--- src/rtl/alu_share_arbiter.sv ---
// Round-robin arbiter sharing one add/multiply datapath among NUM_REQ requesters.
// One operation in flight; the result is held in RESP until the consumer accepts it.
module alu_share_arbiter #(
  parameter int unsigned NUM_REQ = 4,
  parameter int unsigned DATA_W  = 8,
  parameter int unsigned MUL_LAT = 2
) (
  input  logic                        clk,
  input  logic                        rst,
  input  logic [NUM_REQ-1:0]          req_valid,
  input  logic [NUM_REQ-1:0]          req_op,
  input  logic [NUM_REQ*DATA_W-1:0]   req_a,
  input  logic [NUM_REQ*DATA_W-1:0]   req_b,
  output logic [NUM_REQ-1:0]          req_ready,
  output logic                        rsp_valid,
  input  logic                        rsp_ready,
  output logic [$clog2(NUM_REQ)-1:0]  rsp_id,
  output logic [2*DATA_W-1:0]         rsp_data,
  output logic                        busy,
  output logic [7:0]                  grant_count
);

  localparam int unsigned IdW  = $clog2(NUM_REQ);
  localparam int unsigned CntW = $clog2(MUL_LAT + 1);
  localparam int unsigned ResW = 2 * DATA_W;

  typedef enum logic [1:0] {StIdle, StExec, StResp} state_e;

  state_e              state_q;
  logic [IdW-1:0]      rr_ptr_q;
  logic [CntW-1:0]     exec_cnt_q;
  logic                op_q;
  logic [DATA_W-1:0]   a_q, b_q;
  logic [IdW-1:0]      id_q;
  logic [IdW-1:0]      rsp_id_q;
  logic [ResW-1:0]     rsp_data_q;
  logic [7:0]          grant_count_q;

  logic                grant_valid;
  logic [IdW-1:0]      grant_idx;
  logic                handshake;
  logic [ResW-1:0]     result;

  // First valid requester at or after rr_ptr_q, wrapping; iterate backwards so nearest wins.
  always_comb begin
    int c;
    c           = 0;
    grant_valid = 1'b0;
    grant_idx   = '0;
    for (int k = int'(NUM_REQ) - 1; k >= 0; k--) begin
      c = int'(rr_ptr_q) + k;
      if (c >= int'(NUM_REQ)) c = c - int'(NUM_REQ);
      if (req_valid[c[IdW-1:0]]) begin
        grant_valid = 1'b1;
        grant_idx   = c[IdW-1:0];
      end
    end
  end

  always_comb begin
    req_ready = '0;
    if (!rst && state_q == StIdle && grant_valid) begin
      req_ready = NUM_REQ'(1) << grant_idx;
    end
  end

  assign handshake = |(req_valid & req_ready);

  always_comb begin
    logic [ResW-1:0] a_ext, b_ext;
    a_ext  = ResW'(a_q);
    b_ext  = ResW'(b_q);
    result = op_q ? (a_ext * b_ext) : (a_ext + b_ext);
  end

  always_ff @(posedge clk) begin
    if (rst) begin
      state_q       <= StIdle;
      rr_ptr_q      <= '0;
      exec_cnt_q    <= '0;
      op_q          <= 1'b0;
      a_q           <= '0;
      b_q           <= '0;
      id_q          <= '0;
      rsp_id_q      <= '0;
      rsp_data_q    <= '0;
      grant_count_q <= '0;
    end else begin
      unique case (state_q)
        StIdle: begin
          if (handshake) begin
            op_q          <= req_op[grant_idx];
            a_q           <= req_a[grant_idx*DATA_W +: DATA_W];
            b_q           <= req_b[grant_idx*DATA_W +: DATA_W];
            id_q          <= grant_idx;
            rr_ptr_q      <= (grant_idx == IdW'(NUM_REQ - 1)) ? '0 : grant_idx + IdW'(1);
            grant_count_q <= grant_count_q + 8'd1;
            exec_cnt_q    <= req_op[grant_idx] ? CntW'(MUL_LAT) : CntW'(1);
            state_q       <= StExec;
          end
        end
        StExec: begin
          exec_cnt_q <= exec_cnt_q - CntW'(1);
          if (exec_cnt_q == CntW'(1)) begin
            rsp_data_q <= result;
            rsp_id_q   <= id_q;
            state_q    <= StResp;
          end
        end
        StResp: begin
          if (rsp_ready) state_q <= StIdle;
        end
        default: state_q <= StIdle;
      endcase
    end
  end

  assign rsp_valid   = (state_q == StResp);
  assign busy        = (state_q != StIdle);
  assign rsp_id      = rsp_id_q;
  assign rsp_data    = rsp_data_q;
  assign grant_count = grant_count_q;

endmodule
--- config.mk ---
export PLATFORM = sky130hd
export DESIGN_NAME = alu_share_arbiter
export DESIGN_NICKNAME = d
export VERILOG_FILES = /design/src/rtl/alu_share_arbiter.sv
export SDC_FILE = /design/constraint.sdc
export NUM_CORES = 1
export LEC_CHECK = 0
export BUFFER_PORTS_ARGS = -buffer_cell sky130_fd_sc_hd__buf_2
export CAP_MARGIN = 20
export CORE_ASPECT_RATIO = 0.8
export CORE_MARGIN = 1
export CORE_UTILIZATION = 56
export CTS_BUF_LIST = sky130_fd_sc_hd__clkbuf_4 sky130_fd_sc_hd__clkbuf_8 sky130_fd_sc_hd__clkbuf_16
export DETAILED_ROUTE_END_ITERATION = 12
export GPL_TIMING_DRIVEN = 0
export PLACE_DENSITY = 0.81
export SLEW_MARGIN = 20
export SYNTH_ARGS = -nofsm -noshare
export SYNTH_HDL_FRONTEND = slang
export SYNTH_SLANG_ARGS = --single-unit
--- constraint.sdc ---
create_clock -name clk -period 5.4 [get_ports clk]
set_input_delay 0.54 -clock clk [delete_from_list [all_inputs] [get_ports clk]]
set_output_delay 0.54 -clock clk [all_outputs]
set_load 0.02 [all_outputs]
Word level (Yosys, flattened, before mapping)

Cells that the tools add are included.

Multiply operators: 1
Reductions and logical operators: 11
Shift operators: 3
$lt $le $gt $ge: 9
Equality and inequality tests: 7
Add/subtract/negate cells: 11
Bitwise gates (word level): 1
Muxes and demuxes: 32

Operators by type and width:

| cell                                                                         | number |
|---|---|
| 32-bit by 6-bit variable part select with 8-bit output                       | 2 |
| 2-bit two-way mux                                                            | 14 |
| 8-bit by 8-bit multiplier with 16-bit output                                 | 1 |
| 16-bit two-way mux                                                           | 1 |
| 2-bit by 3-bit less-than comparator with 1-bit output, second input constant | 5 |
| 1-bit binary-select mux with 2-bit select                                    | 5 |
| 2-bit by 1-bit subtractor with 2-bit output, second input constant           | 5 |
| 8-bit by 8-bit adder with 9-bit output                                       | 1 |
| 3-bit greater-or-equal comparator, second input constant                     | 3 |
| 1-bit two-way mux                                                            | 9 |
| 8-bit by 1-bit adder with 8-bit output, second input constant                | 1 |
| 2-bit by 2-bit adder with 3-bit output, second input constant                | 2 |
| 2-bit case mux with 3 select lines                                           | 1 |
| 2-bit AND reduction                                                          | 3 |
| 4-bit bitwise AND                                                            | 1 |
| 2-bit by 1-bit == test with 1-bit output, second input constant              | 2 |
| 2-bit == test, second input constant                                         | 2 |
| 4-bit two-way mux                                                            | 1 |
| 2-bit != test, second input constant                                         | 2 |
| 2-bit case mux with 2 select lines                                           | 1 |
| 2-bit nonzero test                                                           | 2 |
| 4-bit OR reduction                                                           | 1 |
| 1-bit by 2-bit << shifter with 4-bit output, first input constant            | 1 |
| 2-bit by 1-bit adder with 3-bit output, second input constant                | 1 |
| other kinds (7)                                                              | 8 |

Logic and storage cells: 85
Input port bits: 75
Bits in registers: 51
Output and inout bits: 32

Longest topological paths before layout

Depth after elaboration: 15
Depth in mapped cells: 16
Mapped depth without buffers: 16

Least setup slack after synthesis

No wires, ideal clock.

Path type: flip-flop to flip-flop
Start: register b_q[7]
End: register rsp_data_q[15], in the netlist rsp_data[15]
Data required time: 5.286 ns
Arrival time: 4.154 ns
Setup time: 0.114 ns
Stages on the path, launching flop included: 16
Clock period less this slack: 4.268 ns
Buffers on the path: 0
Path slack: 1.132 ns
Cell sequence: dfxtp_1 > nand2_1 > fa_1 > fa_1 > inv_1 > fa_1 > inv_1 > fa_1 > inv_1 > ha_1 > a21o_1 > a21oi_1 > a21oi_1 > o41ai_1 > mux2i_1 > a21o_1

Longest elaborated chain between the ends: 2

RTL lines:

| item                                         | RTL line | source |
|---|---|---|
| start: declaration                           | 33       | `logic [DATA_W-1:0] a_q, b_q;` |
| start signal: assignment                     | 94       | `b_q <= req_b[grant_idx*DATA_W +: DATA_W];` |
| 8-bit by 8-bit multiplier with 16-bit output | 73       | `result = op_q ? (a_ext * b_ext) : (a_ext + b_ext);` |
| 16-bit two-way mux                           | 73       |  |
| end signal: assignment                       | 105      | `rsp_data_q <= result;` |
| end: declaration                             | 36       | `logic [ResW-1:0] rsp_data_q;` |

No other way between the ends.
A chain may end at the register's enable or synchronous reset.

Worst setup path in the final report

Same ends and word-level chain as after synthesis.

==> results.md <==
- Main synth FF type: dfxtp_1
- Global-route usage over all layers: 31.5%
- Largest net degree at the start of global routing: 19
- Type of origin of the critical path: register
- Status: complete, no violations
- Vias per Instance: 5.73
- Setup TNS: 0 ps
- # H-tree levels: 2
- Clock-pin slew on the worst setup and hold paths: 70 ps
- Most Frequent Cell on Critical Path: fa_1
- # IOs: 107
- DIE WIDTH: 109 um
- DR vias: 4913
- Worst vdd ir: 0.000134 V
- Area of the multi-input gates: 0.00370 mm^2
- Clock insertion delay at the later pin of the skew report: 300 ps
- Crit path largest cell delay: 570 ps
- Worst path slowest cell: dfxtp_1
- Worst R2R Start: b_q[7]$_SDFFE_PP0P_
- CP max FO: 9
- P&R area growth vs syn: 16.1%
- DIE AREA: 0.00951 mm^2
- Worst Clk Skew: 10.8 ps
- Worst R2R End: rsp_data[15]$_SDFFE_PP0P_
- Gr ovfl total: 0
- CP Capture Type: register
- Hold WC Path Type: reg2reg
- Min Hold Slack: 451 ps
- Buf/Inv on CP: 3
- Max-capacitance violation count: 0
- Post-synth cell types: 59
- Worst Path Arrival: 5030 ps
- Critical path type: reg2reg
- Hold Path Sink: rsp_data[15]$_SDFFE_PP0P_
- Hold Crit Start: rsp_data[15]$_SDFFE_PP0P_
- Lkg Pwr: 0.00290 uW
- Met2 WL: 6330 um
- Core area: 0.00867 mm^2
- Mean Syn Cell Area: 8.08 um^2
- DRC viols: 0
- Max Used Layer: met4
- Dominant cells by area after synthesis: dfxtp_1 (20%), fa_1 (15%), ha_1 (12%)
- First-pass iteration count of the detailed router: 5
- Cells after Synth: 632
- TritonCTS clock tree: built
- Hold depth: 1
- Post-Syn Area: 0.00511 mm^2
- Global-route wire length before repair: 23200 um
- Seq cells post-synth: 51
- Vias in the first global route: 4949
- Hold Buf Count CTS: 0
- WP data required: 5650 ps
- Number of port buffers: 106
- Antenna viol nets, final: 0
- Post-cts sizing count: 0
- Critical path's top delay family: adder cells
- Final setup fails: 0
- Half-perimeter wire length after placement: 11100 um
- Post-CTS Setup Inserts: 0
- Slew headroom: 56.9%
- Fmax: 0.209 GHz
- WL met3: 1070 um
- Yosys top cell area share: 20.0%
- Worst R2R Setup Slack: 610 ps
- Routability congestion estimate: 0.905
- Post-Route WL: 13700 um
- CTS Buf Count: 5
- Std cell rows: 30
- Ys Warns: 0
- PwrDens: 204 mW/mm^2
- R2R depth: 15
- Clock Root Buffer: clkbuf_16
- Die H: 87.4 um
- Initial Utilization: 58.9%
- Minimum clock period: 4790 ps
- Post-synth net total: 794
- Critical-path cell list: nand2_1, fa_1, fa_1, inv_1, fa_1, inv_1, fa_1, inv_1, ha_1, a21o_1, a21oi_1, a21oi_1, o41ai_1, mux2i_1, a21o_1
- Pins over their slew limit: 0
- Fillers: 741
- Tightest Pin Transition: 646 ps
- Metal1 wirelength: 6120 um
- Initial antenna violation count: 0
- FFs w/ async S/R, synth: 0%
- CTS sink cnt: 51
- Final hold viol count: 0
- ANT cells: 0
- Nets: 907
- Period utilization: 88.6%
- Fraction of layout cells with a size suffix above 1: 18.5%
- FF+latch area: 0.00102 mm^2
- Pwr Total: 1210 uW
- EDFF count, synth: 0
- RSZ-0062 raised after global routing: no
- Starting DRT DRC Count: 373
- WL/cell: 15.9 um
- Clock tree buffer depth: 2
- Sequential area share after synthesis: 20.0%
- Area leader, netlist: dfxtp_1
through the flow:
stage / setup slack, ps / area (um^2) / cells / utilization, %
after floorplan: 1130 / 5110 / 632 / -
after global placement: 745 / 5780 / 850 / 66.6
after detailed placement: 659 / 5780 / 850 / 66.6
after CTS: 652 / 5930 / 858 / 68.4
after global routing: 398 / 5930 / 858 / 68.4
final: 614 / 5930 / 858 / 68.4
where the power goes:
part / total [uW] / switching (uW) / internal (uW)
Combinational: 425 / 250 / 175
Clock: 327 / 151 / 176
Sequential: 458 / 53.2 / 405
cells in the mapped netlist, types with 3 or more instances:
cell,number
a211oi_1,11
a311o_1,16
a221o_1,3
nor2_1,33
buf_2,5
or2_2,3
clkbuf_1,13
nand3_1,20
dfxtp_1,51
and2_1,51
mux2i_1,3
a21o_1,4
a21oi_1,42
or3_1,5
fa_1,37
nand2b_1,4
buf_6,3
ha_1,50
nor3_1,8
and3_1,18
o22ai_1,3
o21ai_0,33
nand2_1,90
xnor2_1,7
xor2_1,6
a211o_1,4
nor2b_1,9
inv_1,61
how the worst max path moves through the flow:
stage	startpoint	to	slack (ps)	cells after the start
final	b_q[7]$_SDFFE_PP0P_	rsp_data[15]$_SDFFE_PP0P_	610	15
after global routing	b_q[7]$_SDFFE_PP0P_	rsp_data[15]$_SDFFE_PP0P_	400	15
after CTS	b_q[7]$_SDFFE_PP0P_	rsp_data[15]$_SDFFE_PP0P_	650	15
after detailed placement	b_q[7]$_SDFFE_PP0P_	rsp_data[15]$_SDFFE_PP0P_	660	15
after global placement	b_q[7]$_SDFFE_PP0P_	rsp_data[15]$_SDFFE_PP0P_	740	15
after floorplan	b_q[7]$_SDFFE_PP0P_	rsp_data[15]$_SDFFE_PP0P_	1130	15
cell type report:
cell class                      instances  share of cell area (%)
Multi-Input combinational cell        493                    62.4
Sequential cell                        51                    17.2
Timing Repair Buffer                  106                    8.95
Inverter                               63                    4.07
Buffer                                 25                    2.41
Tap cell                              112                    2.36
Clock buffer                            5                    2.11
Clock inverter                          3                   0.464
cells in the final DEF, fill, tap and decap left out, types with 3 or more instances in the layout:
cell / n
o22ai_1: 3
a21oi_1: 42
nor2_1: 33
nand2b_1: 4
nor2b_1: 9
buf_2: 111
nand2_1: 90
nand3_1: 20
a21o_1: 4
a311o_1: 16
clkbuf_16: 5
or3_1: 5
xnor2_1: 7
or2_2: 3
mux2i_1: 3
o21ai_0: 33
xor2_1: 6
dfxtp_1: 51
clkbuf_1: 13
and3_1: 18
and2_1: 51
nor3_1: 8
a211o_1: 4
ha_1: 50
fa_1: 37
a211oi_1: 11
a221o_1: 3
inv_1: 61
buf_6: 3
kinds of logic after synthesis:
family	share of synthesized area, %
and+or+nand+nor	24.4
AOI/OAI and AO/OA	18.2
buffers and inverters	7.52
adders and majority gates	26.8
DFF	20.0
xor gates and xnor gates	2.23
muxes	0.882
per-layer routing:
metal  up-vias  global-route usage (%)
li1       2386                       -
met1      2319                    41.9
met2       192                    51.5
met3        16                    7.26
met4         0                    8.48
met5         -                       0
sequential cells by signal, summed over array words and instances (netlist names):
signal	flops
grant_count	8
rsp_data	16
b_q	8
rsp_id	2
exec_cnt_q	2
state_q	2
rr_ptr_q	2
a_q	8
op_q	1
id_q	2
Power figures use the tool's default switching activity.
